`src/rtl/ps2_pkg.sv`:
```
// Shared PS/2 definitions: host transmitter states, frame length and common
// keyboard command bytes.
package ps2_pkg;

    typedef enum logic [2:0] {
        IDLE,
        INHIBIT,
        RTS,
        XFER,
        WAIT_IDLE
    } ps2_tx_state_e;

    // Device falling edges in one host-to-device frame: 8 data, parity, stop, ack.
    localparam int FRAME_EDGES = 11;

    localparam logic [7:0] CMD_SET_LED = 8'hED;
    localparam logic [7:0] CMD_ENABLE  = 8'hF4;
    localparam logic [7:0] CMD_RESET   = 8'hFF;
    localparam logic [7:0] ACK_BYTE    = 8'hFA;

    function automatic logic odd_parity(input logic [7:0] d);
        return ~^d;
    endfunction

endpackage

```
`src/rtl/ps2_edge_sync.sv`:
```
// PS/2 pad synchronizers: 3-flop clock chain with falling-edge detect and a
// 2-flop data chain. Usable by both the host transmitter and the receiver.
module ps2_edge_sync (
    input  logic clk,
    input  logic rst,
    input  logic ps2_clk,
    input  logic ps2_data,
    output logic clk_s,
    output logic data_s,
    output logic fe
);

    logic [2:0] clk_pipe;
    logic [1:0] data_pipe;

    // Idle bus is high, so reset the chains high to avoid a spurious edge.
    always_ff @(posedge clk) begin
        if (rst) begin
            clk_pipe  <= '1;
            data_pipe <= '1;
        end else begin
            clk_pipe  <= {clk_pipe[1:0], ps2_clk};
            data_pipe <= {data_pipe[0], ps2_data};
        end
    end

    assign clk_s  = clk_pipe[1];
    assign data_s = data_pipe[1];
    assign fe     = clk_pipe[2] & ~clk_pipe[1];

endmodule

```
`src/rtl/ps2_host_tx.sv`:
```
// PS/2 host-to-device command transmitter (inhibit, RTS, 11-edge frame, ACK).
// Define PS2_TX_TIMEOUT_EN to add the ps2_clk watchdog on XFER/WAIT_IDLE.
module ps2_host_tx
    import ps2_pkg::*;
#(
    parameter int INHIBIT_CYCLES = 10000,
    parameter int TIMEOUT_CYCLES = 2000000
) (
    input  logic       clk,
    input  logic       rst,
    input  logic       ps2_clk,
    input  logic       ps2_data,
    output logic       ps2_clk_oe,
    output logic       ps2_data_oe,
    input  logic [7:0] tx_data,
    input  logic       tx_valid,
    output logic       tx_ready,
    output logic       tx_busy,
    output logic       done,
    output logic       err
);

    localparam int IW = $clog2(INHIBIT_CYCLES + 1);

    ps2_tx_state_e state, state_nxt;
    logic [IW-1:0] inh_cnt;
    logic [8:0]    shift;
    logic [3:0]    bit_cnt;
    logic          data_bit;
    logic          nack;
    logic          clk_s, data_s, fe;
    logic          to_hit;

    ps2_edge_sync u_sync (
        .clk     (clk),
        .rst     (rst),
        .ps2_clk (ps2_clk),
        .ps2_data(ps2_data),
        .clk_s   (clk_s),
        .data_s  (data_s),
        .fe      (fe)
    );

`ifdef PS2_TX_TIMEOUT_EN
    localparam int TW = $clog2(TIMEOUT_CYCLES + 1);
    logic [TW-1:0] to_cnt;

    always_ff @(posedge clk) begin
        if (rst || state == RTS || fe)
            to_cnt <= '0;
        else if (state == XFER || state == WAIT_IDLE)
            to_cnt <= to_cnt + 1'b1;
    end

    assign to_hit = (state == XFER || state == WAIT_IDLE) && !fe &&
                    (to_cnt == TW'(TIMEOUT_CYCLES - 1));
`else
    // No watchdog in this build; the comparison is constant false.
    assign to_hit = (TIMEOUT_CYCLES < 0);
`endif

    always_ff @(posedge clk) begin
        if (rst) state <= IDLE;
        else     state <= state_nxt;
    end

    always_comb begin
        state_nxt = state;
        unique case (state)
            IDLE:      if (tx_valid) state_nxt = INHIBIT;
            INHIBIT:   if (inh_cnt == IW'(INHIBIT_CYCLES - 1)) state_nxt = RTS;
            RTS:       state_nxt = XFER;
            XFER:      if (fe && bit_cnt == 4'(FRAME_EDGES - 1)) state_nxt = WAIT_IDLE;
            WAIT_IDLE: if (clk_s && data_s) state_nxt = IDLE;
            default:   state_nxt = IDLE;
        endcase
        if (to_hit) state_nxt = IDLE;
    end

    always_ff @(posedge clk) begin
        if (rst) begin
            inh_cnt  <= '0;
            shift    <= '0;
            bit_cnt  <= '0;
            data_bit <= 1'b0;
            nack     <= 1'b0;
            done     <= 1'b0;
            err      <= 1'b0;
        end else begin
            done <= 1'b0;
            unique case (state)
                IDLE: if (tx_valid) begin
                    shift   <= {odd_parity(tx_data), tx_data};
                    bit_cnt <= '0;
                    inh_cnt <= '0;
                    nack    <= 1'b0;
                end
                INHIBIT: inh_cnt <= inh_cnt + 1'b1;
                RTS:     data_bit <= 1'b1;  // start bit held until the first device edge
                XFER: if (fe) begin
                    bit_cnt <= bit_cnt + 1'b1;
                    if (bit_cnt < 4'd9) begin
                        data_bit <= ~shift[0];
                        shift    <= {1'b0, shift[8:1]};
                    end else if (bit_cnt == 4'd9) begin
                        data_bit <= 1'b0;
                    end else begin
                        nack <= data_s;
                    end
                end
                default: ;
            endcase
            if (to_hit) begin
                done     <= 1'b1;
                err      <= 1'b1;
                data_bit <= 1'b0;
            end else if (state == WAIT_IDLE && state_nxt == IDLE) begin
                done <= 1'b1;
                err  <= nack;
            end
        end
    end

    assign ps2_clk_oe  = (state == INHIBIT) || (state == RTS);
    assign ps2_data_oe = (state == RTS) || (state == XFER && data_bit);
    assign tx_ready    = (state == IDLE);
    assign tx_busy     = ~tx_ready;

endmodule

```
`config.mk`:
```
export PLATFORM = sky130hd
export DESIGN_NAME = ps2_host_tx
export DESIGN_NICKNAME = d
export VERILOG_FILES = /design/src/rtl/ps2_pkg.sv /design/src/rtl/ps2_edge_sync.sv /design/src/rtl/ps2_host_tx.sv
export SDC_FILE = /design/constraint.sdc
export NUM_CORES = 1
export LEC_CHECK = 0
export BUFFER_PORTS_ARGS = -buffer_cell sky130_fd_sc_hd__buf_2
export CORE_ASPECT_RATIO = 1.25
export CORE_MARGIN = 5
export CORE_UTILIZATION = 58
export DETAILED_ROUTE_END_ITERATION = 7
export PLACE_DENSITY = 0.78
export SYNTH_ARGS = -nofsm -noshare
export SYNTH_HDL_FRONTEND = slang
export SYNTH_SLANG_ARGS = --single-unit
```
`constraint.sdc`:
```
create_clock -name clk -period 2.3 [get_ports clk]
set_input_delay 0.115 -clock clk [delete_from_list [all_inputs] [get_ports clk]]
set_output_delay 0.115 -clock clk [all_outputs]
set_load 0.1 [all_outputs]
```
== Yosys cells after proc, flatten, opt, wreduce, memory -nomap -nowiden ==
Cells that the tools add are included.
Storage, ports and cells
  word-level logic and storage cells: 71
  output and inout port bits: 6
  register bits: 39
Operators by class
  mux-type cells: 24
  $lt $le $gt $ge: 1
  equality and inequality tests: 13
  bitwise gates (word level): 4
  add/subtract/negate cells: 2
  reduce and logical (&&, ||, !) cells: 17
Operators with widths (number)
  $pmux 14 s2: 1
  $mux 9: 3
  $pmux 9 s2: 1
  $pmux 3 s5: 1
  $add 14x1->14 const B: 1
  $eq 14x14->1 const B: 1
  $mux 14: 1
  $mux 3: 4
  $ne 2x2->1 const B: 5
  $eq 4x4->1 const B: 2
  $mux 1: 8
  $mux 4: 2
  $pmux 4 s2: 1
  $reduce_xnor 8->1: 1
  $eq 3x2->1 const B: 2
  $logic_not 3->1: 2
  $reduce_and 3->1: 2
  $reduce_bool 2->1: 3
  $reduce_and 5->1: 1
  $add 4x1->4 const B: 1
  $logic_and 1x1->1: 4
  $lt 4x4->1 const B: 1
  $pmux 1 s2: 2
  $reduce_and 4->1: 1
  other kinds (7): 10

== Depth between registers and ports, before layout ==
Gate-level depths: netlist (run 1).
  word-level depth: 8
  mapped depth: 6

== Modules after synthesis ==
A second synthesis (run 1) with hierarchy kept.
Second synthesis, totals
  cells, all modules: 236
  area total of the unflattened synthesis: 1978.1 µm²
Modules (own cells, without submodules)
  ps2_host_tx: area each 1840.5 µm², instances 1, cells each 225
  ps2_edge_sync: area each 137.6 µm², instances 1, cells each 11

== Worst setup path before layout (run 1) ==
No wires, ideal clock.
  path type: flip-flop to output port
  from: register state[2]
  to: output ps2_data_oe
  setup slack: 1 ps
  required time: 2185 ps
  arrival time: 2184 ps
  stages on the path, launching flop included: 4
  buffers on the path: 1
  cells stage by stage: dfxtp_1 -> clkbuf_1 -> nand2b_1 -> a21oi_1
On the way
  word-level cells in the longest chain between the ends: 3
  elaborated cells on any way between the ends: 4
RTL lines
  start, declared: RTL line ps2_host_tx.sv:25  | ps2_tx_state_e state, state_nxt;
  start signal, assigned: RTL line ps2_host_tx.sv:64  | else state <= state_nxt;
  $eq 3x2->1: RTL line ps2_host_tx.sv:125  | assign ps2_data_oe = (state == RTS) || (state == XFER && data_bit);
  $logic_and 1x1->1: RTL line ps2_host_tx.sv:125
  $logic_or 1x1->1 (*): RTL line ps2_host_tx.sv:125
  end, declared: RTL line ps2_host_tx.sv:14  | output logic ps2_data_oe,
Mark *: on every way between the ends. The rest lies on a longest branch, timed or not.

== Worst setup path in the final report (run 1) ==
  from: register state[1]
  to: register inh_cnt[9]
On the way
  word-level cells in the longest chain between the ends: 3
  elaborated cells on any way between the ends: 6
RTL lines
  $eq 3x1->1 / $logic_not 3->1 (equally long branches): RTL line ps2_host_tx.sv:91  | unique case (state)
  $reduce_bool 2->1 (no line) / $ne 2x2->1 (equally long branches)
  $reduce_and 2->1 (no line)
  end signal, assigned: RTL line ps2_host_tx.sv:98  | INHIBIT: inh_cnt <= inh_cnt + 1'b1;
  end, declared: RTL line ps2_host_tx.sv:26  | logic [IW-1:0] inh_cnt;
Parallel ways exist; a longest one is shown, timed or not.
A chain may end at the register's enable or synchronous reset.

==> results of run 1 <==
-- metal layers --
layer  wire length, um  share of wire  track usage  up-vias
met1              1710           0.44        0.214      765
met3               114          0.029       0.0457        9
met2              2010           0.51        0.320       27
li1                  -              -            -      843
met5                 0              0            0        -
met4                76          0.019       0.0943        0
-- per-stage QoR --
step | instances | hold slack [ns] | area [um^2] | power, mW | utilization
after floorplan | 226 | 0.219 | 1980 | 0.858 | -
after global placement | 272 | 0.297 | 2090 | 0.900 | 0.644
after detailed placement | 272 | 0.302 | 2090 | 0.902 | 0.644
after CTS | 279 | 0.00436 | 2180 | 1.35 | 0.671
after global routing | 279 | 0.0104 | 2180 | 1.41 | 0.671
final | 279 | 0.0115 | 2180 | 1.34 | 0.671
-- cells in the mapped netlist, types with 3 or more instances --
| cell | n | area [um^2] |
|---|---|---|
| a221oi_1 | 9 | 78.8 |
| clkbuf_1 | 8 | 30.0 |
| mux2i_1 | 13 | 130 |
| nand3b_1 | 3 | 22.5 |
| ha_1 | 5 | 62.6 |
| nor3_1 | 5 | 25.0 |
| mux2_2 | 3 | 33.8 |
| inv_1 | 6 | 22.5 |
| nand3_1 | 8 | 40.0 |
| o21ai_0 | 4 | 20.0 |
| and3_1 | 3 | 18.8 |
| nand4_1 | 5 | 31.3 |
| xnor2_1 | 8 | 70.1 |
| or2_2 | 8 | 50.1 |
| nand2_1 | 18 | 67.6 |
| buf_2 | 6 | 30.0 |
| a21oi_1 | 12 | 60.1 |
| nor2_1 | 27 | 101 |
| a311oi_1 | 3 | 26.3 |
| dfxtp_1 | 39 | 781 |
-- worst reg2reg max path: cells and delay by family (launching register included) --
family / cells / cell delay (ns)
flops: 1 / 0.42
mux: 1 / 0.36
simple gates: 3 / 1.03
-- flip-flops by register name, indices dropped and copies added, names as in the netlist --
signal and count:
inh_cnt 14, shift 9, bit_cnt 4, state 3, u_sync.clk_pipe 3, u_sync.data_pipe 2, data_bit 1, done 1
err 1, nack 1
-- kinds of logic (layout without fill, tap and decap cells) --
| family | after synthesis | after routing | share of synthesized area |
|---|---|---|---|
| and+or+nand+nor | 98 | 98 | 0.269 |
| AOI/OAI and AO/OA | 38 | 38 | 0.136 |
| adders and majority gates | 5 | 5 | 0.0316 |
| muxes | 16 | 16 | 0.0828 |
| buffers and inverters | 20 | 36 | 0.0417 |
| xor gates and xnor gates | 10 | 10 | 0.0442 |
| DFF | 39 | 39 | 0.394 |
-- where the power goes --
part	internal (mW)	total [mW]	switching, mW
registers	0.698	0.711	0.0129
logic	0.0639	0.176	0.112
clock network	0.235	0.455	0.220
total	0.997	1.34	0.346
-- final timing paths --
path                                                    start                              to  slack (ns)
worst max-delay path                      state[1]$_SDFF_PP0_         inh_cnt[9]$_SDFFE_PP0P_        0.42
worst min-delay path                                 ps2_data  u_sync.data_pipe[0]$_SDFF_PP1_        0.01
worst max register to register            state[1]$_SDFF_PP0_         inh_cnt[9]$_SDFFE_PP0P_        0.42
worst min register to register  u_sync.clk_pipe[0]$_SDFF_PP1_   u_sync.clk_pipe[1]$_SDFF_PP1_        0.41
-- final cells by class --
class	count	area share
multi-input cells	167	0.512
flip-flops and latches	39	0.358
repair buffers	23	0.0585
clock buffers	6	0.0378
well taps	37	0.0212
inverters	6	0.0103
clock inverters	1	0.00229
==> impl_metrics.csv, run 1 <==
group,metric,value,unit
die,die_h,75.3,um
die,start_util,0.609,
critical_path,path_class,"flop to flop",
sta,setup_ws,0.419,ns
clock_tree,cts_tree,"done",
placed_design,pre_cts_ws,0.415,ns
die,rows,23,
sta,max_freq,532,MHz
critical_path,cp_cell_sequence,"or3b_1 > nor4_4 > mux2_2 > nor2_1",
critical_path,worstPathRequired,2.52,ns
sta,tightest_slew,0.660,ns
synth,synth_cell_types,44,
detailed_routing,wl,3910,um
synth,syn_area,1980,um^2
grt,grt_use_total,0.184,
grt,grt_max_degree,42,
clock_tree,clk_pin_slew,0.07,ns
grt,grt_pass1_vias,1610,
clock_tree,cts_sinks,39,
detailed_routing,drt_iter0_drc,178,
critical_path,crit_family,"simple AND/OR/NAND/NOR gates",
hold_path,whs_path_depth,2,
sta,rsz0062_at_grt,"no",
grt,gr-total-overflow,0,
critical_path,cp_num_cells,4,
power,p_leak,0.897,nW
power,power.density,615,nW/um^2
layout,areaGrowthSynthToFinish,10.2,%
job,cap_violations,0,
clock_tree,cts_resized,0,
sta,setup_violations,0,
synth,synth_seq_cells,39,
critical_path,critPathBufInv,0,
detailed_routing,firstDrtPassIters,4,
clock_tree,cts_buffer_depth,2,
sta,max-slew-margin-rel,0.560,
hold_path,worst_hold_path_type,"input pin to flop",
critical_path,reg2reg_depth,4,
critical_path,critPathMaxFanout,13,
grt,grt_pass1_wl,7000,um
synth,synthesis.nets,244,
clock_tree,cts_buffers,5,
layout,seq_area,781,um^2
power,ir_drop,455,uV
layout,num-nets-final,260,
detailed_routing,wl_per_cell,14.0,um
grt,antenna_found_initial,0,
placed_design,dp_hpwl,2770,um
critical_path,worst_setup_path_end_kind,"flop",
layout,num_antenna_cells,0,
sta,drv_slew,0,
placed_design,portBuffers,18,
clock_tree,cts_setup_buffers,0,
die,coreArea,3250,um^2
synth,synth-seq-area-share,0.394,
synth,synth_top_flop_cell,"dfxtp_1",
sta,fin_setup_tns,0,ns
placed_design,gp_congestion,0.869,
die,die_area,4690,um^2
critical_path,start_kind,"flop",
synth,avgSynthCellArea,8.76,um^2
layout,mostFrequentLayoutCells,"dfxtp_1, nor2_1, nand2_1, buf_2, mux2i_1",
outcome,status,"complete, no violations",
sta,fin_skew,0.0102,ns
sta,finalHoldViolCount,0,
synth,syn_inst,226,
layout,nFillCells,291,
die,chipWidth,62.3,um
detailed_routing,avgViaCountPerCell,5.89,
synth,yosys_warnings,0,
detailed_routing,drc,0,
layout,drive_above_1_share,0.190,
detailed_routing,num_vias,1644,
clock_tree,insertion_delay,0.29,ns
synth,synth_edf_count,0,
die,ios,19,
critical_path,cp.arrival,2.10,ns
critical_path,crit_slowest_cell,"or3b_1",
detailed_routing,ant_nets,0,
sta,min_period,1.88,ns
layout,final_common_cell,"dfxtp_1",
clock_tree,ctsHoldBuffers,0,
clock_tree,h-tree-depth,2,
clock_tree,cts_root_buf,"clkbuf_8",
synth,synthArstFlopShare,0,
critical_path,worst_path_largest_cell_delay,0.57,ns
layout,multiInputGateArea,1120,um^2
sta,period_share,0.818,
Power figures use the tool's default switching activity.
==> run 2, diff against run 1 <==
Clock period 2.3 ns to 1.8 ns, I/O delays scaled along.
==> run 2 against run 1 <==
  * Sequential share of layout area fell by 2.4 points
  * Critical path depth did not move
  * Utilization grew 4.9 points
  * Clock skew shrank 0.0080 ns
  * Setup slack got worse by 0.35 ns
  * Sequential power rose by 28%
  * Fmax increased by 8.7%
  * Final cell count grew 4.7%
  * Critical path type unchanged
==> impl_metrics.csv, run 2 (synthesized netlist as in run 1, its figures left out) <==
group,metric,value,unit
outcome,status,"complete, no violations",
sta,drv_slew,0,
layout,final_area,2340,um^2
sta,tightest_slew,0.685,ns
critical_path,critPathMaxFanout,6,
job,cap_violations,0,
layout,largest_reg_flops,14,
sta,rsz0062_at_grt,"no",
layout,areaGrowthSynthToFinish,18.3,%
layout,drive_above_1_share,0.251,
grt,grt_pass1_vias,1641,
layout,multiInputGateArea,1140,um^2
layout,num_antenna_cells,0,
die,die_h,75.3,um
critical_path,r2r-end,"inh_cnt[6]$_SDFFE_PP0P_",
power,finalPower,1.80,mW
clock_tree,h-tree-depth,2,
hold_path,worst_hold_path_type,"input pin to flop",
detailed_routing,drc,0,
sta,setup_violations,0,
critical_path,worst_path_largest_cell_delay,0.46,ns
clock_tree,cts_setup_buffers,0,
critical_path,critPathBufInv,1,
layout,final_common_cell,"dfxtp_1",
critical_path,path_class,"flop to flop",
placed_design,dp.cells,282,
layout,nFillCells,255,
sta,fin_worst_hold_slack,0.179,ns
grt,antenna_found_initial,0,
critical_path,reg2reg_from,"state[0]$_SDFF_PP0_",
hold_path,min-delay-start,"tx_data[6]",
sta,min_period,1.73,ns
hold_path,whs_path_depth,3,
die,die_area,4690,um^2
clock_tree,clk_pin_slew,0.07,ns
layout,regMostFlops,"inh_cnt",
detailed_routing,wl,4240,um
die,start_util,0.609,
detailed_routing,wl_per_cell,14.5,um
die,ios,19,
critical_path,worst_setup_path_end_kind,"flop",
critical_path,worstPathRequired,2.01,ns
sta,max_freq,578,MHz
clock_tree,cts_root_buf,"clkbuf_8",
sta,finalHoldViolCount,0,
detailed_routing,firstDrtPassIters,4,
placed_design,dp_hpwl,2950,um
die,chipWidth,62.3,um
critical_path,cp_cell_sequence,"or3b_4 > buf_4 > or4_1 > a21oi_1",
power,p_leak,0.970,nW
critical_path,cp_num_cells,4,
placed_design,gp_congestion,0.885,
layout,mostFrequentLayoutCells,"dfxtp_1, nor2_1, nand2_1, buf_2, buf_4",
detailed_routing,ant_nets,0,
layout,final_cells,292,
clock_tree,insertion_delay,0.29,ns
power,ir_drop,546,uV
critical_path,cp.arrival,1.94,ns
clock_tree,cts_tree,"done",
critical_path,crit_slowest_cell,"or4_1",
sta,max-slew-margin-rel,0.544,
critical_path,start_kind,"flop",
layout,final_util,0.720,
critical_path,ff2ff_setup_slack,0.07,ns
layout,seq_area,781,um^2
detailed_routing,drt_iter0_drc,79,
grt,gr-total-overflow,0,
clock_tree,cts_buffers,5,
critical_path,crit_family,"simple AND/OR/NAND/NOR gates",
grt,grt_pass1_wl,7170,um
layout,reg.largest.list,"inh_cnt (14), shift (9), bit_cnt (4)",
grt,grt_max_degree,42,
clock_tree,cts_sinks,39,
detailed_routing,avgViaCountPerCell,5.80,
power,power.density,769,nW/um^2
layout,num-nets-final,272,
grt,grt_use_total,0.190,
placed_design,place_area,2210,um^2
critical_path,reg2reg_depth,4,
placed_design,portBuffers,18,
sta,fin_skew,0.00218,ns
sta,period_share,0.961,
die,rows,23,
die,coreArea,3250,um^2
hold_path,hold_end,"shift[6]$_SDFFE_PP0P_",
clock_tree,cts_buffer_depth,2,
detailed_routing,num_vias,1695,
==> run 2: through the flow <==
stage                     worst slack (ns)  setup TNS (ns)
after CTS                          0.00117               0
after global routing               0.00300               0
after global placement               0.105               0
after detailed placement            0.0381               0
after floorplan                    -0.0182         -0.0182
final                               0.0695               0
==> run 2: timing repair <==
action                                 4_1_cts  5_1_grt
endpoints found under the hold margin        2        0
hold buffers                                 2        0
setup endpoints to repair                    1       11
resized for setup                            1        3
==> run 2: routing by layer <==
layer	GRT usage	up-vias	routed length, um
li1	-	863	-
met1	0.225	791	1850
met2	0.325	28	2160
met3	0.0457	13	120
met4	0.0991	0	108
met5	0	-	0
==> run 2: worst reg2reg max path: stages, from the launching register on <==
cell and delay (ns):
dfxtp_1 0.41, or3b_4 0.45, buf_4 0.17, or4_1 0.46
a21oi_1 0.16
==> run 2: worst max-delay path by stage <==
stage                   startpoint                  endpoint
3_5_place_dp   state[0]$_SDFF_PP0_  inh_cnt[10]$_SDFFE_PP0P_
6_report       state[0]$_SDFF_PP0_   inh_cnt[6]$_SDFFE_PP0P_
3_3_place_gp   state[0]$_SDFF_PP0_   inh_cnt[6]$_SDFFE_PP0P_
2_1_floorplan  state[2]$_SDFF_PP0_                  tx_ready
5_1_grt        state[0]$_SDFF_PP0_   inh_cnt[6]$_SDFFE_PP0P_
4_1_cts        state[0]$_SDFF_PP0_   inh_cnt[6]$_SDFFE_PP0P_
==> run 2: where the power goes <==
group | switching (mW) | internal [mW] | total, mW
logic | 0.154 | 0.104 | 0.258
clock network | 0.287 | 0.349 | 0.637
registers | 0.0160 | 0.891 | 0.908
==> run 2: area by class of cell <==
type	instances	area share
sequential	39	0.333
inverter	6	0.0112
tap	37	0.0198
clock buffer	8	0.0427
multi-input combinational	167	0.486
timing repair buffer	35	0.107
==> run 3, diff against run 2 <==
Settings changed: RECOVER_POWER set to 50.
==> run 3 against run 2 <==
  * Critical path depth is the same
  * Fmax increased by 0.11%
  * First-iteration DRC count grew 28%
  * Utilization fell by 0.62 points
  * Combinational power down 4%
  * Total power down 0.61%
  * Register-to-register slack about the same
  * Sequential cell count stayed put
  * Clock power is essentially flat
  * Non-clock buffer count unchanged
  * Via count increased by 0.65%
  * Sequential power about the same
==> impl_metrics.csv, run 3 (synthesized netlist as in run 1, its figures left out) <==
group,metric,value,unit
clock_tree,h-tree-depth,2,
critical_path,cp_cell_sequence,"nor4b_1 > nand4_1 > or3b_2 > a211oi_1",
layout,final_cells,292,
grt,grt_max_degree,42,
hold_path,min-delay-start,"tx_data[6]",
sta,finalHoldViolCount,0,
layout,regMostFlops,"inh_cnt",
grt,grt_use_total,0.190,
outcome,status,"complete, no violations",
power,p_leak,0.956,nW
detailed_routing,avgViaCountPerCell,5.84,
placed_design,gp_congestion,0.885,
detailed_routing,drt_iter0_drc,101,
critical_path,crit_family,"simple AND/OR/NAND/NOR gates",
critical_path,path_class,"flop to flop",
clock_tree,cts_setup_buffers,0,
placed_design,portBuffers,18,
hold_path,whs_path_depth,3,
critical_path,cp.arrival,1.93,ns
layout,reg.largest.list,"inh_cnt (14), shift (9), bit_cnt (4)",
layout,areaGrowthSynthToFinish,17.2,%
grt,grt_pass1_wl,7170,um
sta,tightest_slew,1.16,ns
clock_tree,cts_root_buf,"clkbuf_8",
detailed_routing,ant_nets,0,
clock_tree,cts_buffer_depth,2,
layout,nFillCells,258,
critical_path,worstPathRequired,2.00,ns
grt,antenna_found_initial,0,
critical_path,reg2reg_depth,4,
detailed_routing,wl,4220,um
clock_tree,cts_tree,"done",
layout,num-nets-final,272,
layout,mostFrequentLayoutCells,"dfxtp_1, nor2_1, nand2_1",
sta,fin_skew,0.00241,ns
critical_path,worst_path_largest_cell_delay,0.49,ns
layout,largest_reg_flops,14,
power,ir_drop,538,uV
clock_tree,insertion_delay,0.28,ns
die,start_util,0.609,
sta,rsz0062_at_grt,"no",
critical_path,cp_num_cells,4,
die,coreArea,3250,um^2
sta,max_freq,578,MHz
critical_path,critPathMaxFanout,5,
critical_path,reg2reg_from,"inh_cnt[11]$_SDFFE_PP0P_",
detailed_routing,drc,0,
detailed_routing,firstDrtPassIters,4,
layout,drive_above_1_share,0.243,
sta,min_period,1.73,ns
critical_path,critPathBufInv,0,
sta,setup_violations,0,
placed_design,dp_hpwl,2950,um
hold_path,worst_hold_path_type,"input pin to flop",
sta,period_share,0.960,
clock_tree,cts_buffers,5,
detailed_routing,num_vias,1706,
die,die_h,75.3,um
detailed_routing,wl_per_cell,14.5,um
die,die_area,4690,um^2
sta,drv_slew,0,
layout,num_antenna_cells,0,
grt,grt_pass1_vias,1641,
power,power.density,771,nW/um^2
placed_design,dp.cells,282,
sta,max-slew-margin-rel,0.229,
critical_path,crit_slowest_cell,"or3b_2",
die,ios,19,
power,finalPower,1.79,mW
clock_tree,clk_pin_slew,0.07,ns
sta,fin_setup_tns,0,ns
critical_path,worst_setup_path_end_kind,"flop",
clock_tree,cts_sinks,39,
critical_path,start_kind,"flop",
die,chipWidth,62.3,um
grt,gr-total-overflow,0,
die,rows,23,
job,cap_violations,0,
layout,final_common_cell,"dfxtp_1",
critical_path,crit_start,"inh_cnt[11]$_SDFFE_PP0P_",
==> run 3: cell types whose count changed in the layout (fill, tap and decap cells not counted), sizes merged <==
cell and change:
buf -4, clkbuf +4
==> run 3: metal layers <==
layer / global-route usage / wire length, um / vias up
met5: 0 / 0 / -
met4: 0.0991 / 85 / 0
met3: 0.0457 / 150 / 10
met2: 0.325 / 2180 / 44
met1: 0.225 / 1800 / 786
li1: - / - / 866
==> run 3: tightest hold or removal path, cell delays in order <==
cell,delay (ns)
buf_2,0.11
mux2i_1,0.12
a221oi_1,0.09
==> run 3: path summary, 6_finish.rpt <==
kind	to	slack (ns)
max	state[1]$_SDFF_PP0_	0.07
min	shift[6]$_SDFFE_PP0P_	0.18
max reg2reg	state[1]$_SDFF_PP0_	0.07
min reg2reg	u_sync.data_pipe[1]$_SDFF_PP1_	0.42
==> run 3: final cells by class <==
cell class / count / area (um^2) / area share
well taps: 37 / 46.3 / 0.0199
clock buffers: 8 / 100 / 0.0431
multi-input cells: 167 / 1140 / 0.490
repair buffers: 35 / 230 / 0.0991
flip-flops and latches: 39 / 781 / 0.336
inverters: 6 / 26.3 / 0.0113
==> run 3: repair_timing <==
item / CTS / global route
endpoints found under the setup margin: 1 / 11
hold buffers: 2 / 0
pin swaps: 0 / 0
resized for setup: 1 / 3
hold endpoints to repair: 2 / 0
==> run 3: report_power, final <==
part	switching (mW)	internal, mW	leakage (nW)
combinational	0.151	0.0963	0.587
sequential	0.0160	0.891	0.318
clock	0.286	0.349	0.0515
==> run 3: per-stage QoR <==
step / worst slack, ns / util / hold WS (ns) / instance area [um^2]
after floorplan: -0.0182 / - / 0.194 / 1990
after global placement: 0.105 / 0.679 / 0.272 / 2210
after detailed placement: 0.0381 / 0.679 / 0.277 / 2210
after CTS: 0.00117 / 0.718 / 0.175 / 2330
after global routing: 0.00300 / 0.714 / 0.203 / 2320
final: 0.0714 / 0.714 / 0.181 / 2320
